File: config.mk
export PLATFORM = sky130hd
export DESIGN_NAME = booth_multiplier_r4
export DESIGN_NICKNAME = d
export VERILOG_FILES = /design/src/rtl/booth_multiplier_r4.sv
export SDC_FILE = /design/constraint.sdc
export NUM_CORES = 1
export LEC_CHECK = 0
export BUFFER_PORTS_ARGS = -buffer_cell sky130_fd_sc_hd__buf_4
export CORE_UTILIZATION = 25
export DETAILED_ROUTE_END_ITERATION = 8
export PLACE_DENSITY_LB_ADDON = 0.05
export SYNTH_ARGS = -nofsm -noshare
export SYNTH_HDL_FRONTEND = slang
export SYNTH_SLANG_ARGS = --single-unit
File: constraint.sdc
create_clock -name clk -period 3.4 [get_ports clk]
set_clock_uncertainty 0.05 [all_clocks]
set_input_delay 0 -clock clk [delete_from_list [all_inputs] [get_ports clk]]
set_output_delay 0 -clock clk [all_outputs]
set_load 0.03 [all_outputs]
File: src/rtl/booth_multiplier_r4.sv
// Radix-4 (modified) Booth sequential multiplier with runtime signed/unsigned mode.
// One multiply in flight; start/ready accept, one-cycle done pulse, registered product.
module booth_multiplier_r4 #(
    parameter int WIDTH = 8
) (
    input  logic                 clk,
    input  logic                 rst,
    input  logic                 start,
    input  logic                 signed_mode,
    input  logic [WIDTH-1:0]     m,
    input  logic [WIDTH-1:0]     r,
    output logic                 ready,
    output logic                 done,
    output logic [2*WIDTH-1:0]   product
);
    localparam int ITER = WIDTH / 2 + 1;
    localparam int E    = WIDTH + 2;
    localparam int CW   = $clog2(ITER);
    localparam logic [CW-1:0] LAST = CW'(ITER - 1);

    typedef enum logic [1:0] {IDLE, CALC, DONE} state_t;

    state_t state, state_nxt;

    logic [CW-1:0] cnt;
    logic [E:0]    m_pos, m_neg, m2_pos, m2_neg;
    logic [E:0]    acc, q;
    logic [E:0]    m_ext, addend, sum, acc_nxt, q_nxt;
    logic [E-1:0]  r_ext;
    logic          accept, last;

    assign accept = (state == IDLE) && start;
    assign last   = (state == CALC) && (cnt == LAST);

    // Two guard bits cover the most-negative signed value and all-ones unsigned.
    assign m_ext = signed_mode ? {{3{m[WIDTH-1]}}, m} : {3'b000, m};
    assign r_ext = signed_mode ? {{2{r[WIDTH-1]}}, r} : {2'b00, r};

    always_comb begin
        addend = '0;
        case (q[2:0])
            3'b001, 3'b010: addend = m_pos;
            3'b011:         addend = m2_pos;
            3'b100:         addend = m2_neg;
            3'b101, 3'b110: addend = m_neg;
            default:        addend = '0;
        endcase
    end

    // {A,Q} shifts right by two as one arithmetic register after the add.
    assign sum     = acc + addend;
    assign acc_nxt = {{2{sum[E]}}, sum[E:2]};
    assign q_nxt   = {sum[1:0], q[E:2]};

    always_ff @(posedge clk or negedge rst) begin
        if (!rst) state <= IDLE;
        else      state <= state_nxt;
    end

    always_comb begin
        state_nxt = state;
        case (state)
            IDLE:    if (start) state_nxt = CALC;
            CALC:    if (cnt == LAST) state_nxt = DONE;
            DONE:    state_nxt = IDLE;
            default: state_nxt = IDLE;
        endcase
    end

    always_comb begin
        ready = (state == IDLE);
        done  = (state == DONE);
    end

    always_ff @(posedge clk or negedge rst) begin
        if (!rst) begin
            cnt     <= '0;
            m_pos   <= '0;
            m_neg   <= '0;
            m2_pos  <= '0;
            m2_neg  <= '0;
            acc     <= '0;
            q       <= '0;
            product <= '0;
        end else begin
            if (accept) begin
                m_pos  <= m_ext;
                m_neg  <= -m_ext;
                m2_pos <= m_ext << 1;
                m2_neg <= -(m_ext << 1);
                acc    <= '0;
                q      <= {r_ext, 1'b0};
                cnt    <= '0;
            end else if (state == CALC) begin
                acc <= acc_nxt;
                q   <= q_nxt;
                cnt <= last ? '0 : cnt + 1'b1;
            end else if (state == DONE) begin
                cnt <= '0;
            end
            // Low 2*WIDTH bits of the final {A, Q[E:1]}.
            if (last)
                product <= {acc_nxt[WIDTH-3:0], q_nxt[E:1]};
        end
    end
endmodule

==> summary.md <==
| Metric | Value |
|---|---|
| Status | `finished clean` |
| Area Growth Syn to Fin | `28.5%` |
| Starting density of the core | `26.1%` |
| Wire per inst | `14.4 microns` |
| Slew HR | `42.0%` |
| Most area-consuming cells after synthesis | `dfrtp_1 45%, nand2_1 8.6%, o21ai_0 5.7%, ha_1 4.9%, mux2_2 4.4%` |
| Core area | `0.0128 sq mm` |
| Drt drc | `0` |
| RSZ-0062 raised after global routing | `false` |
| CTS Buf Count | `9` |
| Post-synthesis sequential area ratio | `44.9%` |
| #FFs+latches synth | `60` |
| Die X | `118 microns` |
| Final setup viols | `0` |
| PD cells | `1130 mW/mm^2` |
| Max cap viols | `0` |
| Startpoint types | `register` |
| Top_reg_cell synth | `dfrtp_1` |
| Yosys warnings | `0` |
| Postcts setup bufs | `0` |
| CP top delay family | `compound AO/OA/AOI/OAI gates` |
| Clock sinks | `60` |
| CTS root buf | `clkbuf_16` |
| Syn_area_per_cell | `9.24 sq um` |
| Initial DRC count | `110` |
| Setup crit end kind | `register` |
| Setup_tns | `0 ps` |
| Vias per Instance | `4.55` |
| Worst-margin pin slew | `868 ps` |
| Clock Latency Late Sink | `340 ps` |
| WP data arrival | `3100 ps` |
| Final antenna diode count | `0` |
| Clock Path Buffers | `2` |
| Final GP Congestion | `0.700` |
| Remaining global-route overflow | `0` |
| Num ports | `38` |
| Detailed placement HPWL | `5950 microns` |
| Initial antenna violation count | `0` |
| Most frequent cell after synthesis | `nand2_1` |
| Post-synth EDFFs | `0` |
| Setup ws final | `499 ps` |
| Post-route minimum period | `2900 ps` |
| First-pass GRT wire length | `14400 microns` |
| Worst setup path category | `register to register` |
| Non-Filler Instances | `589` |
| Post-synth ARST share | `100%` |
| Vias in the first global route | `2735` |
| Site Rows | `41` |
| Drt total wl | `8470 microns` |
| Largest net degree at the start of global routing | `61` |
| CP cell instances | `buf_4 > nand2_1 > o21ai_0 > a22o_1 > fa_1 > a21o_1 > a221oi_2 > o211ai_2 > xor2_1 > or3_1 > o21ai_0` |
| Final Hold Fails | `0` |
| Buf+Inv Stages, Crit Path | `1` |
| Distinct cells, synth | `42` |
| Worst-path maximum fanout | `21` |
| FMAX | `345 MHz` |
| Overall power | `0.00484 W` |
| Die height | `118 microns` |
| Synth Cell Area | `0.00334 sq mm` |
| Area leader, netlist | `dfrtp_1` |
| Layout cells sized above 1 | `17.5%` |
| Placed Instances | `555` |
| Final-stage net count | `448` |
| Top-area cell type share of the netlist area | `44.9%` |
| Leak | `2.01 nW` |
| Syn Inst Count | `362` |
| Final antenna-violating net count | `0` |
| Clock Pin Slew Worst Setup and Hold Paths | `50 ps` |
| Slew Viols, Final | `0` |
| WHS | `243 ps` |
| Vias | `2679` |
| Synthesized Nets | `396` |
| Hold WC Path Type | `input pin to async pin` |
| Die area | `0.0138 sq mm` |
| DRT Pass-1 Iters | `4` |
| VDD IR-drop max | `369 uV` |
| PortBufs | `37` |
| CTS tree | `built` |
| H-tree depth | `3` |
| Post-synth top cells | `77 x nand2_1, 60 x dfrtp_1, 38 x o21ai_0` |
| Pre-CTS setup slack | `523 ps` |
| Fin crit share | `85.3%` |
| Slowest cell on crit path | `dfrtp_1` |
| Worst EP required | `3600 ps` |
| Most frequent CP cell | `o21ai_0` |
| GRT Total Usage | `13.5%` |
| CP max stage delay | `460 ps` |
registers in the layout, summed over array words and instances (netlist names):
signal   cells
q           11
acc          9
product     16
m_neg       10
cnt          3
m_pos        9
state        2
worst paths after layout:
kind / start / to / slack, ps / cells after the start
max in group asynchronous: rst / m_neg[10] / 2510 / 2
min: rst / cnt[0] / 240 / 2
max reg2reg: q[1] / acc[9] / 500 / 11
min reg2reg: product[12] / product[12] / 420 / 2
max: q[1] / acc[9] / 500 / 11
min in group clk: r[6] / q[7] / 370 / 4
per-layer routing:
| layer | global-route usage (%) | up-vias | share of wire [%] |
|---|---|---|---|
| met5 | 0 | - | 0 |
| met4 | 5.85 | 0 | 1.9 |
| met3 | 4.02 | 11 | 3.5 |
| met2 | 19.6 | 40 | 43 |
| met1 | 18.5 | 1254 | 52 |
| li1 | - | 1374 | - |
cell families (layout without fill, tap and decap cells):
| family | count (synthesis) | count (layout) | share of synthesized area (%) |
|---|---|---|---|
| xor gates and xnor gates | 15 | 15 | 3.93 |
| DFF | 60 | 60 | 44.9 |
| adders and majority gates | 14 | 14 | 5.46 |
| and+or+nand+nor | 121 | 121 | 16.2 |
| buffers and inverters | 30 | 85 | 3.63 |
| AOI/OAI and AO/OA | 100 | 100 | 18.8 |
| muxes | 22 | 22 | 7.07 |
where the power goes:
part / switching, W / internal (W) / total (W) / leakage (nW)
clock network: 0.000311 / 0.000597 / 0.000908 / 0.145
registers: 0.000315 / 0.00108 / 0.00140 / 0.727
logic: 0.00146 / 0.00107 / 0.00254 / 1.14
total: 0.00209 / 0.00275 / 0.00484 / 2.01
what timing repair did:
| action | 4_1_cts | 5_1_grt |
|---|---|---|
| hold buffers | 20 | 0 |
| endpoints found under the hold margin | 87 | 0 |
| gates resized for setup | 0 | 0 |
area by class of cell:
cell class | instances | area, sq um
Fill cell | 1368 | 8530
Multi-Input combinational cell | 272 | 1720
Sequential cell | 60 | 1500
Timing Repair Buffer | 64 | 543
Clock buffer | 12 | 256
Tap cell | 172 | 215
Clock inverter | 2 | 35.0
Inverter | 7 | 26.3
layout by cell type, fill, tap and decap left out, types with 13 or more instances in the layout:
master / instances
nand2_1: 77
dfrtp_1: 60
buf_4: 43
o21ai_0: 38
dlygate4sd3_1: 20
a21oi_1: 17
a21o_1: 15
mux2_2: 13
ha_1: 13
stage by stage:
step | util (%) | cell area (sq um)
finish | 33.5 | 4300
global route | 33.5 | 4300
CTS | 33.5 | 4300
detailed placement | 29.7 | 3810
global placement | 29.7 | 3810
floorplan | - | 3340
(Power assumes the default switching activity.)
